[config.mk]
export PLATFORM = sky130hd
export DESIGN_NAME = fence_t_sequencer_flat
export DESIGN_NICKNAME = d
export VERILOG_FILES = /design/src/rtl/fence_t_sequencer_pkg.sv /design/src/rtl/fence_t_sequencer_if.sv /design/src/rtl/fence_t_sequencer_counter.sv /design/src/rtl/fence_t_sequencer.sv /design/src/flat_wrapper.sv
export SDC_FILE = /design/constraint.sdc
export NUM_CORES = 1
export LEC_CHECK = 0
export CORE_MARGIN = 2
export CORE_UTILIZATION = 52
export CTS_CLUSTER_DIAMETER = 30
export DETAILED_ROUTE_END_ITERATION = 8
export PLACE_DENSITY = 0.85
export SKIP_CTS_REPAIR_TIMING = 1
export SLEW_MARGIN = 20
export SYNTH_ARGS = -nofsm -noshare
export SYNTH_HDL_FRONTEND = slang
export SYNTH_SLANG_ARGS = --single-unit
export TNS_END_PERCENT = 20
[constraint.sdc]
create_clock -name clk_i -period 4.18 [get_ports clk_i]
set_clock_uncertainty 0.1 [all_clocks]
set_input_delay 0.836 -clock clk_i [delete_from_list [all_inputs] [get_ports clk_i]]
set_output_delay 0.836 -clock clk_i [all_outputs]
set_load 0.05 [all_outputs]
[src/rtl/fence_t_sequencer_pkg.sv]
// rtl/fence_t_sequencer_pkg.sv - shared types for the temporal-fence sequencer
package fence_t_sequencer_pkg;

    typedef enum logic [2:0] {
        IDLE  = 3'd0,
        FLUSH = 3'd1,
        DRAIN = 3'd2,
        PAD   = 3'd3,
        RST   = 3'd4
    } fence_t_state_e;

    localparam int MISS_CNT_W = 16;
    typedef logic [MISS_CNT_W-1:0] miss_cnt_t;
    localparam miss_cnt_t MISS_CNT_MAX = '1;

endpackage

[src/rtl/fence_t_sequencer_if.sv]
// rtl/fence_t_sequencer_if.sv - cache flush handshake and drain-port busy bundle
interface fence_t_sequencer_if #(
    parameter int NR_DRAIN_PORTS = 2
);
    logic                      flush_dcache_o;
    logic                      flush_icache_o;
    logic                      flush_ack_i;
    logic [NR_DRAIN_PORTS-1:0] busy_i;

    modport master (
        output flush_dcache_o,
        output flush_icache_o,
        input  flush_ack_i,
        input  busy_i
    );

    modport slave (
        input  flush_dcache_o,
        input  flush_icache_o,
        output flush_ack_i,
        output busy_i
    );
endinterface

[src/rtl/fence_t_sequencer_counter.sv]
// rtl/fence_t_sequencer_counter.sv - generic clearable/loadable up/down counter
module fence_t_sequencer_counter #(
    parameter int WIDTH = 4
) (
    input  logic             clk_i,
    input  logic             rst_ni,
    input  logic             clear_i,
    input  logic             en_i,
    input  logic             load_i,
    input  logic             down_i,
    input  logic [WIDTH-1:0] d_i,
    output logic [WIDTH-1:0] q_o
);
    localparam logic [WIDTH-1:0] ONE = WIDTH'(1);

    logic [WIDTH-1:0] r_q;

    // clear beats load, load beats count
    always_ff @(posedge clk_i) begin
        if (!rst_ni) begin
            r_q <= '0;
        end else if (clear_i) begin
            r_q <= '0;
        end else if (load_i) begin
            r_q <= d_i;
        end else if (en_i) begin
            r_q <= down_i ? (r_q - ONE) : (r_q + ONE);
        end
    end

    assign q_o = r_q;
endmodule

[src/rtl/fence_t_sequencer.sv]
// rtl/fence_t_sequencer.sv - fence.t flush/drain/pad/micro-reset sequencer
module fence_t_sequencer
    import fence_t_sequencer_pkg::*;
#(
    parameter int VLEN           = 64,
    parameter int NR_DRAIN_PORTS = 2,
    parameter int DRAIN_CYCLES   = 16,
    parameter int RST_CYCLES     = 16,
    parameter int INIT_HOLD      = 3,
    parameter int NR_PAD_SRC     = 2,
    parameter int PAD_WIDTH      = 32,
    localparam int SEL_W         = (NR_PAD_SRC > 1) ? $clog2(NR_PAD_SRC) : 1
) (
    input  logic                  clk_i,
    input  logic                  rst_ni,
    input  logic                  fence_t_i,
    input  logic [VLEN-1:0]       pc_commit_i,
    input  logic [VLEN-1:0]       boot_addr_i,
    fence_t_sequencer_if.master   cache_if,
    input  logic [PAD_WIDTH-1:0]  pad_i,
    input  logic [SEL_W-1:0]      pad_src_sel_i,
    input  logic [NR_PAD_SRC-1:0] pad_trig_i,
    output logic                  halt_o,
    output logic                  stall_o,
    output logic                  rst_uarch_no,
    output logic                  cache_init_no,
    output logic [VLEN-1:0]       rst_addr_o,
    output logic [PAD_WIDTH-1:0]  ceil_o,
    output logic                  miss_o,
    output logic [MISS_CNT_W-1:0] miss_cnt_o
);
    localparam int DRAIN_W = $clog2(DRAIN_CYCLES);
    localparam int RST_W   = (RST_CYCLES > 1) ? $clog2(RST_CYCLES) : 1;
    localparam logic [DRAIN_W-1:0] DRAIN_LAST = DRAIN_W'(DRAIN_CYCLES - 1);
    localparam logic [RST_W-1:0]   RST_LAST   = RST_W'(RST_CYCLES - 1);

    fence_t_state_e        r_state;
    fence_t_state_e        w_state_next;
    logic                  r_flush_d;
    logic                  r_flush_i;
    logic                  r_armed;
    logic                  r_miss;
    logic                  r_miss_latch;
    miss_cnt_t             r_miss_cnt;
    logic [VLEN-1:0]       r_rst_addr;
    logic [PAD_WIDTH-1:0]  r_ceil;
    logic [RST_W-1:0]      r_rst_cnt;
    logic [INIT_HOLD-1:0]  r_init_sr;
    logic [NR_PAD_SRC-1:0] r_trig_q;

    logic [DRAIN_W-1:0]    w_drain_q;
    logic [PAD_WIDTH-1:0]  w_pad_q;
    logic                  w_any_busy;
    logic                  w_drain_done;
    logic                  w_pad_zero;
    logic                  w_rst_done;
    logic                  w_trig_edge;
    logic                  w_miss_evt;
    int                    w_sel_idx;

    assign w_any_busy   = |cache_if.busy_i;
    assign w_drain_done = (w_drain_q == DRAIN_LAST) && !w_any_busy;
    assign w_pad_zero   = (w_pad_q == '0);
    assign w_rst_done   = (r_rst_cnt == RST_LAST);
    assign w_miss_evt   = r_armed && w_pad_zero && !r_miss_latch &&
                          ((r_state == FLUSH) || (r_state == DRAIN));

    // consecutive all-idle cycles seen while draining
    fence_t_sequencer_counter #(.WIDTH(DRAIN_W)) u_drain_cnt (
        .clk_i   (clk_i),
        .rst_ni  (rst_ni),
        .clear_i ((r_state != DRAIN) || w_any_busy),
        .en_i    (w_drain_q != DRAIN_LAST),
        .load_i  (1'b0),
        .down_i  (1'b0),
        .d_i     ('0),
        .q_o     (w_drain_q)
    );

    // cycles remaining until the padding deadline
    fence_t_sequencer_counter #(.WIDTH(PAD_WIDTH)) u_pad_cnt (
        .clk_i   (clk_i),
        .rst_ni  (rst_ni),
        .clear_i (1'b0),
        .en_i    (!w_pad_zero),
        .load_i  (w_trig_edge),
        .down_i  (1'b1),
        .d_i     (pad_i),
        .q_o     (w_pad_q)
    );

    // select the trigger source (out of range falls back to 0) and detect its rising edge
    always_comb begin
        w_sel_idx   = 0;
        w_trig_edge = 1'b0;
        if (int'(pad_src_sel_i) < NR_PAD_SRC) begin
            w_sel_idx = int'(pad_src_sel_i);
        end
        for (int k = 0; k < NR_PAD_SRC; k++) begin
            if (k == w_sel_idx) begin
                w_trig_edge = pad_trig_i[k] & ~r_trig_q[k];
            end
        end
    end

    // next-state decode
    always_comb begin
        w_state_next = r_state;
        case (r_state)
            IDLE:    if (fence_t_i)            w_state_next = FLUSH;
            FLUSH:   if (cache_if.flush_ack_i) w_state_next = DRAIN;
            DRAIN:   if (w_drain_done)         w_state_next = PAD;
            PAD:     if (r_armed && w_pad_zero) w_state_next = RST;
            RST:     if (w_rst_done)           w_state_next = IDLE;
            default:                           w_state_next = IDLE;
        endcase
    end

    // state register plus per-fence bookkeeping
    always_ff @(posedge clk_i) begin
        if (!rst_ni) begin
            r_state      <= IDLE;
            r_flush_d    <= 1'b0;
            r_flush_i    <= 1'b0;
            r_armed      <= 1'b0;
            r_miss       <= 1'b0;
            r_miss_latch <= 1'b0;
            r_miss_cnt   <= '0;
            r_rst_addr   <= boot_addr_i;
            r_ceil       <= '0;
            r_rst_cnt    <= '0;
            r_trig_q     <= '0;
        end else begin
            r_state   <= w_state_next;
            r_flush_i <= 1'b0;
            r_miss    <= 1'b0;
            r_trig_q  <= pad_trig_i;

            case (r_state)
                IDLE: begin
                    if (fence_t_i) begin
                        r_flush_d    <= 1'b1;
                        r_flush_i    <= 1'b1;
                        r_rst_addr   <= pc_commit_i + VLEN'(4);
                        r_miss_latch <= 1'b0;
                    end
                end
                FLUSH: begin
                    if (cache_if.flush_ack_i) begin
                        r_flush_d <= 1'b0;
                    end
                end
                DRAIN: begin
                    if (w_drain_done) begin
                        r_ceil <= w_pad_zero ? '0 : (pad_i - w_pad_q);
                    end
                end
                default: ;
            endcase

            if ((r_state == IDLE) && fence_t_i) begin
                r_armed <= 1'b0;
            end else if (w_trig_edge && (r_state != IDLE)) begin
                r_armed <= 1'b1;
            end

            if (w_miss_evt) begin
                r_miss       <= 1'b1;
                r_miss_latch <= 1'b1;
                if (r_miss_cnt != MISS_CNT_MAX) begin
                    r_miss_cnt <= r_miss_cnt + miss_cnt_t'(1);
                end
            end

            if ((r_state == RST) && !w_rst_done) begin
                r_rst_cnt <= r_rst_cnt + RST_W'(1);
            end else begin
                r_rst_cnt <= '0;
            end
        end
    end

    // stretch cache-init suppression past the end of the micro-reset
    always_ff @(posedge clk_i) begin
        if (!rst_ni) begin
            r_init_sr <= '0;
        end else begin
            r_init_sr[0] <= (r_state == RST);
            for (int i = 1; i < INIT_HOLD; i++) begin
                r_init_sr[i] <= r_init_sr[i-1];
            end
        end
    end

    assign cache_if.flush_dcache_o = r_flush_d;
    assign cache_if.flush_icache_o = r_flush_i;
    assign halt_o        = (r_state != IDLE);
    assign stall_o       = (r_state == DRAIN) || (r_state == PAD) || (r_state == RST);
    assign rst_uarch_no  = (r_state != RST);
    assign cache_init_no = (r_state == RST) || (|r_init_sr);
    assign rst_addr_o    = r_rst_addr;
    assign ceil_o        = r_ceil;
    assign miss_o        = r_miss;
    assign miss_cnt_o    = r_miss_cnt;
endmodule
[src/flat_wrapper.sv]
// flat-port wrapper written by rule: the top's interface ports become plain ports
module fence_t_sequencer_flat import fence_t_sequencer_pkg::*;
#(
    parameter int VLEN           = 64,
    parameter int NR_DRAIN_PORTS = 2,
    parameter int DRAIN_CYCLES   = 16,
    parameter int RST_CYCLES     = 16,
    parameter int INIT_HOLD      = 3,
    parameter int NR_PAD_SRC     = 2,
    parameter int PAD_WIDTH      = 32,
    localparam int SEL_W         = (NR_PAD_SRC > 1) ? $clog2(NR_PAD_SRC) : 1
)
  (clk_i, rst_ni, fence_t_i, pc_commit_i, boot_addr_i, pad_i, pad_src_sel_i, pad_trig_i, halt_o, stall_o, rst_uarch_no, cache_init_no, rst_addr_o, ceil_o, miss_o, miss_cnt_o, cache_if_flush_dcache_o, cache_if_flush_icache_o, cache_if_flush_ack_i, cache_if_busy_i);
  fence_t_sequencer_if #(.NR_DRAIN_PORTS(NR_DRAIN_PORTS)) cache_if_i ();
  input  logic clk_i;
  input  logic rst_ni;
  input  logic fence_t_i;
  input  logic [VLEN-1:0] pc_commit_i;
  input  logic [VLEN-1:0] boot_addr_i;
  input  logic [PAD_WIDTH-1:0] pad_i;
  input  logic [SEL_W-1:0] pad_src_sel_i;
  input  logic [NR_PAD_SRC-1:0] pad_trig_i;
  output logic halt_o;
  output logic stall_o;
  output logic rst_uarch_no;
  output logic cache_init_no;
  output logic [VLEN-1:0] rst_addr_o;
  output logic [PAD_WIDTH-1:0] ceil_o;
  output logic miss_o;
  output logic [MISS_CNT_W-1:0] miss_cnt_o;
  output wire logic [$bits(cache_if_i.flush_dcache_o)-1:0] cache_if_flush_dcache_o;
  output wire logic [$bits(cache_if_i.flush_icache_o)-1:0] cache_if_flush_icache_o;
  input wire logic [$bits(cache_if_i.flush_ack_i)-1:0] cache_if_flush_ack_i;
  input wire logic [$bits(cache_if_i.busy_i)-1:0] cache_if_busy_i;
  assign cache_if_flush_dcache_o = cache_if_i.flush_dcache_o;
  assign cache_if_flush_icache_o = cache_if_i.flush_icache_o;
  assign cache_if_i.flush_ack_i = cache_if_flush_ack_i;
  assign cache_if_i.busy_i = cache_if_busy_i;
  fence_t_sequencer #(.VLEN(VLEN), .NR_DRAIN_PORTS(NR_DRAIN_PORTS), .DRAIN_CYCLES(DRAIN_CYCLES), .RST_CYCLES(RST_CYCLES), .INIT_HOLD(INIT_HOLD), .NR_PAD_SRC(NR_PAD_SRC), .PAD_WIDTH(PAD_WIDTH)) u_core (.clk_i(clk_i), .rst_ni(rst_ni), .fence_t_i(fence_t_i), .pc_commit_i(pc_commit_i), .boot_addr_i(boot_addr_i), .cache_if(cache_if_i), .pad_i(pad_i), .pad_src_sel_i(pad_src_sel_i), .pad_trig_i(pad_trig_i), .halt_o(halt_o), .stall_o(stall_o), .rst_uarch_no(rst_uarch_no), .cache_init_no(cache_init_no), .rst_addr_o(rst_addr_o), .ceil_o(ceil_o), .miss_o(miss_o), .miss_cnt_o(miss_cnt_o));
endmodule
* Word level (Yosys, flattened, before mapping)
Index checks and enable logic that the tools add are counted.
** Storage, ports and cells
- Flip-flop bits (word level) :: 165
- Logic and storage cells :: 99
- Output and inout bits :: 119
- Input port bits :: 169
** Operators by class
- $add $sub $neg :: 6
- Bitwise operators :: 5
- Reduce and logical (&&, ||, !) cells :: 34
- Multiplexer cells :: 22
- Eq/ne operators :: 18
** Operators with widths (number)
- 2-to-1 mux 64 bit :: 3
- 2-to-1 mux 32 bit :: 3
- adder 64 x 3 -> 64 bit, second input constant :: 1
- zero test 32 bit :: 2
- subtractor 32 x 1 -> 32 bit, second input constant :: 1
- subtractor 32 bit :: 1
- adder 16 x 1 -> 16 bit, second input constant :: 1
- != test 16 bit, second input constant :: 1
- 2-to-1 mux 3 bit :: 5
- one-hot mux 3 bit (5 select lines) :: 1
- AND reduction 2 bit :: 6
- != test 2 x 1 -> 1 bit, second input constant :: 5
- 2-to-1 mux 1 bit :: 9
- adder 4 x 1 -> 4 bit, second input constant :: 2
- equality test 4 bit, second input constant :: 2
- logical AND 1 bit :: 7
- equality test 3 x 2 -> 1 bit, second input constant :: 2
- != test 2 bit, second input constant :: 3
- nonzero test 2 bit :: 3
- OR reduction 2 bit :: 3
- logical OR 1 bit :: 5
- AND reduction 5 bit :: 1
- != test 4 bit, second input constant :: 1
- equality test 3 x 1 -> 1 bit, second input constant :: 1
- other kinds (11) :: 16

* Longest topological paths before layout
Gate-level depths: netlist of run 1.
- Word-level depth :: 6
- Gate-level depth with buffers :: 11
- Mapped depth without buffers :: 11

* Hierarchy
A second synthesis of run 1 with hierarchy kept.
** Second synthesis, totals
- Cell total of the unflattened synthesis :: 1384
- Area, all modules :: 11469.8 um^2
** Modules (own cells, without submodules)
- fence_t_sequencer :: sequential area each 3223.1 um^2, area an instance 7950.1 um^2, cells an instance 913, instances 1
- fence_t_sequencer_counter (u_core.u_pad_cnt) :: sequential area each 640.6 um^2, area an instance 3191.8 um^2, cells an instance 436, instances 1
- fence_t_sequencer_counter (u_core.u_drain_cnt) :: sequential area each 80.1 um^2, area an instance 327.8 um^2, cells an instance 35, instances 1

* Worst setup path after synthesis of run 1
Ideal clock, no wire load.
- Kind :: input port to flip-flop
- Start point :: input rst_ni
- End point :: register u_core.r_rst_addr[0] (netlist: u_core.rst_addr_o[0]) (enable)
- Stages on the path :: 2
- Path slack :: 1.221 ns
- Library setup time :: 0.695 ns
- Arrival time :: 2.165 ns
- Required time :: 3.385 ns
- Path buffers :: 1
- Cells stage by stage :: clkbuf_1 -> nand2_1
** Between the ends
- Cells in the longest elaborated chain, start to end :: 2
- Elaborated cells on any way between the ends :: 3
- Classes of those cells :: eq/ne: 2; reduce/logical: 1
** Ends and longest elaborated chain
- start: declaration :: line flat_wrapper.sv:16 : input logic rst_ni;
- != test 2 x 1 -> 1 bit (no line)
- AND reduction 2 bit (no line) *
- end signal: assignment :: line fence_t_sequencer.sv:129 : r_rst_addr <= boot_addr_i;
- end signal: assignment :: line fence_t_sequencer.sv:144 : r_rst_addr <= pc_commit_i + VLEN'(4);
- end: declaration :: line fence_t_sequencer.sv:45 : logic [VLEN-1:0] r_rst_addr;
Every way passes the cells marked *; elsewhere a longest branch is shown, timed or not.
A chain may end at the register's enable or synchronous reset.

* Final worst setup path of run 1
- Start point :: input pad_i[0]
- End point :: register u_core.r_ceil[20] (netlist: u_core.ceil_o[20])
** Between the ends
- Cells in the longest elaborated chain, start to end :: 2
** Ends and longest elaborated chain
- start: declaration :: line flat_wrapper.sv:20 : input logic [PAD_WIDTH-1:0] pad_i;
- subtractor 32 bit :: line fence_t_sequencer.sv:155 : r_ceil <= w_pad_zero ? '0 : (pad_i - w_pad_q);
- 2-to-1 mux 32 bit :: line fence_t_sequencer.sv:155
- end signal: assignment :: line fence_t_sequencer.sv:155
- end: declaration :: line fence_t_sequencer.sv:46 : logic [PAD_WIDTH-1:0] r_ceil;
Every way passes these cells.

==> flow_summary.toml, run 1 <==
[status]
status = "finished, final reports clean"

[critical_path]
worst_r2r_endpoint = "u_core.ceil_o[25]"
crit_type = "input port to flip-flop"
r2r-start = "u_core.u_pad_cnt.q_o[10]"
critical-path-slowest-cell = "clkdlybuf4s50_1"
cpMostUsedCell = "o21ai_1"
r2r_cells = 10
worst_path_largest_cell_delay_ps = 510
cp_cell_sequence = "clkdlybuf4s50_1 -> inv_1 -> ha_1 -> fa_1 -> nand2b_1 -> a21oi_1 -> o21ai_0 -> o21ai_1 -> a31oi_1 -> a21boi_1 -> xnor2_1 -> o21ai_1"
rrSetupSlack_ps = 1130
start_kind = "input port"
critPathMaxFanout = 4
cp_data_required_time_ps = 4390
endpoint_kind = "flip-flop"
cp.arrival_ps = 3710

[clocking]
clk_path_buf_depth = 2
clk_pin_slew_worst_paths_ps = 70
numCtsBuffers = 17
cts_tree = "built"
clkLatencyLatePin_ps = 420
clockRootBuffer = "clkbuf_16"
htreeDepth = 4
cts.sinks = 165

[logic_synthesis]
yosys_warnings = 0
synth_nets = 1361
synth_edf_count = 64
async_reset_ff_share_pct = 0
postSynthCellCount = 1153
synth_cell_types = 74
synth_flop_cell = "dfxtp_1"
netlist_area_sq_mm = 0.00987
syn_avg_cell_area_sq_um = 8.56
synth.ff_latch_count = 165
ys_seq_area_share_pct = 39.9

[finish]
n_antenna_cell = 0
syn_to_final_growth_pct = 37.2
drive_gt1_share_pct = 6.69
fin_cells = 1683
final_cell_mix = "286 x clkdlybuf4s50_1, 157 x nor2_1, 121 x a21oi_1"
design_area_sq_mm = 0.0135
final_core_util_pct = 72.7
final_common_cell = "clkdlybuf4s50_1"
finalNetCount = 1644

[floorplan]
core_sq_mm = 0.0186
die_h_um = 142
start_util_pct = 53.0
die-area_sq_mm = 0.0201
rows = 50
num_io_pins = 288
die_x_um = 142

[timing]
min_period_ps = 3500
setup_ws_ps = 680
slew_headroom_pct = 41.3
rsz0062_at_grt = "no"
fmax_ghz = 0.286
worst_pin_slew_ps = 881
fin_crit_sh_pct = 83.7
finalSetupViolations = 0
maxSlewViolCount = 0
fin_tns_setup_ps = 0
finalHoldViolCount = 0

[route]
drc = 0
routed_wl_mm = 30.9
drt_first_iter_violations = 579
vias = 9730
drtAntennaViolNets = 0
vias_per_cell = 5.78
firstDrtPassIters = 5
routedWlPerCell_um = 18.4

[pwr]
peakVddDrop_mv = 0.293
power.leakage_nw = 4.94
power_density_mw_per_mm2 = 347

[placed_design]
gp_congestion = 0.955
portBuffers = 287
dpl.hpwl_mm = 23.7
place_ws_ps = 350
placedCellCount = 1651
dpl_cell_area_sq_mm = 0.0130

[global_route]
grt_antenna_before_repair = 0
track_usage_pct = 30.2
grt_first_pass_wirelength_mm = 47.9
grt_pass1_vias = 9218
gr-total-overflow = 0
grt_max_degree = 65

[flow_run]
drv_cap = 0

[worst_hold_path]
min-delay-start = "u_core.ceil_o[26]"
hold_path_end = "u_core.ceil_o[26]"
worst_hold_path_type = "flip-flop to flip-flop"
holdPathStages = 2
==> power breakdown <==
group | total, mW | internal [mW] | switching, mW | leakage [nW]
combinational | 1.38 | 0.568 | 0.810 | 3.23
clock | 1.48 | 0.784 | 0.692 | 0.261
sequential | 1.85 | 1.78 | 0.0669 | 1.45
==> worst max-delay path, delay by kind of cell <==
kind                     cells  cell delay [ps]
AO/OA/AOI/OAI                6             1380
XOR/XNOR                     1              140
adder cells (fa/ha/maj)      2              580
buffers and inverters        2              580
AND/OR/NAND/NOR              1              190
==> metrics by stage <==
step / power [mW] / hold slack [ps]
after floorplan: 2.75 / 317
after global placement: 3.22 / 334
after detailed placement: 3.24 / 342
after CTS: 4.71 / 355
after global routing: 4.91 / 375
final: 4.70 / 352
==> kinds of logic (layout without fill, tap and decap cells) <==
group | after synthesis | after routing | synth area share, %
compound gates | 262 | 262 | 15.6
xor+xnor | 125 | 125 | 11.1
fa+ha+maj | 39 | 39 | 5.02
buf+inv | 95 | 391 | 3.88
flops | 165 | 165 | 39.9
mux | 5 | 5 | 0.545
simple gates | 462 | 462 | 23.9
==> routing by layer <==
metal	wire, um	up-vias	GRT usage (%)
li1	-	4673	-
met1	12800	4508	39.4
met2	14200	437	47.2
met3	2270	112	5.26
met4	1660	0	17.4
met5	0	-	0
==> flip-flops by register name, indices dropped and copies added, names as in the netlist, 2 cells and up <==
name and flops:
u_core.u_drain_cnt.q_o 4, u_core.r_init_sr 3, u_core.r_trig_q 2, u_core.u_pad_cnt.q_o 32, u_core.r_rst_cnt 4, u_core.miss_cnt_o 16
u_core.rst_addr_o 64, u_core.r_state 3, u_core.ceil_o 32
==> cells in the mapped netlist (13+ instances only) <==
| cell | count | share of area [%] |
|---|---|---|
| o21ai_0 | 56 | 2.8 |
| nand4_1 | 26 | 1.6 |
| clkbuf_1 | 36 | 1.4 |
| nor2_1 | 157 | 6.0 |
| or3_1 | 13 | 0.82 |
| xnor2_1 | 77 | 6.8 |
| ha_1 | 38 | 4.8 |
| edfxtp_1 | 64 | 19 |
| nand3_1 | 56 | 2.8 |
| inv_1 | 52 | 2.0 |
| nand2_1 | 103 | 3.9 |
| a21o_1 | 17 | 1.3 |
| xor2_1 | 48 | 4.3 |
| a21oi_1 | 121 | 6.1 |
| dfxtp_1 | 101 | 20 |
| and3_1 | 14 | 0.89 |
| nor3_1 | 16 | 0.81 |
==> worst max path at each step <==
stage,endpoint,slack (ps),cells after the start,start
3_3_place_gp,u_core.ceil_o[20],430,12,pad_i[0]
4_1_cts,u_core.ceil_o[20],780,12,pad_i[0]
3_5_place_dp,u_core.ceil_o[20],350,12,pad_i[0]
2_1_floorplan,u_core.rst_addr_o[0],1220,2,rst_ni
6_report,u_core.ceil_o[20],680,12,pad_i[0]
5_1_grt,u_core.ceil_o[20],550,12,pad_i[0]
==> final cells by class <==
type / instances / area (sq um)
inverter: 52 / 195
timing repair buffer: 307 / 3020
multi-input combinational: 893 / 5550
tap: 234 / 293
clock buffer: 19 / 443
sequential: 165 / 3940
clock inverter: 13 / 98.8
fill: 1407 / 5100
(Power assumes the default switching activity.)
==> run 2: changes to the inputs <==
CORE_UTILIZATION = 44   (was 52)
PLACE_DENSITY = 0.76   (was 0.85)
clock period = 2.9 ns   (was 4.18 ns; I/O delays follow)
==> flow_summary.toml, run 2 (synthesized netlist as in run 1, its figures left out) <==
[timing]
finalHoldViolCount = 0
rsz0062_at_grt = "yes"
finalSetupViolations = 0
fin_crit_sh_pct = 99.6
worst_pin_slew_ps = 676
fmax_ghz = 0.346
slew_headroom_pct = 54.8
min_period_ps = 2890
maxSlewViolCount = 0
fin_tns_setup_ps = 0

[global_route]
grt_antenna_before_repair = 1
grt_max_degree = 64
grt_pass1_vias = 9574
gr-total-overflow = 0
grt_first_pass_wirelength_mm = 51.6
track_usage_pct = 27.5

[worst_hold_path]
min-delay-start = "u_core.r_rst_cnt[0]"
worst_hold_path_type = "flip-flop to flip-flop"

[finish]
final_cell_mix = "284 x clkdlybuf4s50_1, 161 x buf_4, 157 x nor2_1"
largest_reg_flops = 64
finalNetCount = 1788
syn_to_final_growth_pct = 50.3
drive_gt1_share_pct = 15.5
final_common_cell = "clkdlybuf4s50_1"
design_area_sq_mm = 0.0148
num-fill-cells = 1786

[floorplan]
start_util_pct = 45.0
num_io_pins = 288
die_x_um = 154
core_sq_mm = 0.0220
die_h_um = 154
die-area_sq_mm = 0.0237
rows = 54

[clocking]
clk_pin_slew_worst_paths_ps = 70
cts.sinks = 165
clkLatencyLatePin_ps = 430
clockRootBuffer = "clkbuf_16"
htreeDepth = 4
numCtsBuffers = 17
cts_tree = "built"
clk_path_buf_depth = 2

[route]
firstDrtPassIters = 7
routedWlPerCell_um = 17.6
vias = 10100
vias_per_cell = 5.41
drtAntennaViolNets = 0
drt_first_iter_violations = 665
drc = 0
routed_wl_mm = 33.0

[critical_path]
crit_type = "input port to flip-flop"
critPathMaxFanout = 3
cp.arrival_ps = 3110
critPathBufInv = 3
r2r-start = "u_core.u_pad_cnt.q_o[6]"
worst_path_largest_cell_delay_ps = 470
cp_data_required_time_ps = 3120
start_kind = "input port"
cpMostUsedCell = "buf_4"
endpoint_kind = "flip-flop"
cp_top_family = "compound AO/OA/AOI/OAI gates"
cp_cell_sequence = "clkdlybuf4s50_1 -> ha_1 -> nor2b_1 -> o2111ai_1 -> a31oi_1 -> o41ai_2 -> buf_4 -> o41ai_1 -> buf_4 -> a41oi_1 -> xor2_1 -> o21ai_0"
critical-path-slowest-cell = "clkdlybuf4s50_1"
critPathLaunch = "pad_i[1]"

[pwr]
peakVddDrop_mv = 0.355
power_density_mw_per_mm2 = 496
power.leakage_nw = 5.72

[placed_design]
dpl.hpwl_mm = 25.7
dpl_cell_area_sq_mm = 0.0142
portBuffers = 287
gp_congestion = 0.948

[flow_run]
drv_cap = 0

[status]
status = "finished, final reports clean"
[run 2: changes by cell type in the layout (fill, tap and decap cells not counted), moves of 2 or more]
| cell | change |
|---|---|
| buf_4 | +140 |
| buf_12 | +4 |
| bufinv_16 | +3 |
| clkdlybuf4s50_1 | -2 |
| clkinv_2 | -2 |
| clkinvlp_2 | +2 |
| clkinvlp_4 | -2 |
| dlymetal6s2s_1 | +2 |
| inv_6 | -2 |
| o21ai_0 | -2 |
[run 2: final cells by class]
class                           instances  area (sq um)  area share (%)
Clock buffer                           18           429            2.89
Clock inverter                         14           176            1.19
Multi-Input combinational cell        893          5580            37.6
Tap cell                              280           350            2.36
Inverter                               52           195            1.32
Antenna cell                            1          2.50          0.0169
Timing Repair Buffer                  451          4160            28.0
Sequential cell                       165          3940            26.6
[run 2: path summary, 6_finish.rpt]
check / slack, ps / to / cells after the start
max reg2reg: 170 / u_core.ceil_o[25] / 12
min: 350 / u_core.r_rst_cnt[0] / 1
max: 10 / u_core.ceil_o[25] / 12
min reg2reg: 350 / u_core.r_rst_cnt[0] / 1
[run 2: stage by stage]
| stage | setup WS, ps | instances | utilization, % | hold slack, ps | total power [mW] |
|---|---|---|---|---|---|
| global placement | -479 | 1841 | 64.6 | 334 | 4.94 |
| CTS | -120 | 1873 | 67.4 | 354 | 7.36 |
| global route | -130 | 1874 | 67.6 | 380 | 7.68 |
| finish | 11.0 | 1874 | 67.6 | 354 | 7.36 |
| floorplan | 137 | 1153 | - | 317 | 3.96 |
| detailed placement | -509 | 1841 | 64.6 | 343 | 4.97 |
[run 2: where the power goes]
part,switching (mW),internal (mW)
registers,0.0896,2.57
clock network,1.02,1.37
logic,1.25,1.06
[run 2: per-layer routing]
metal	track usage [%]	wire length (um)	up-vias
met1	36.1	14200	4776
met4	9.79	914	0
met3	4.11	1780	56
li1	-	-	4960
met2	46.4	16100	346
met5	0	0	-
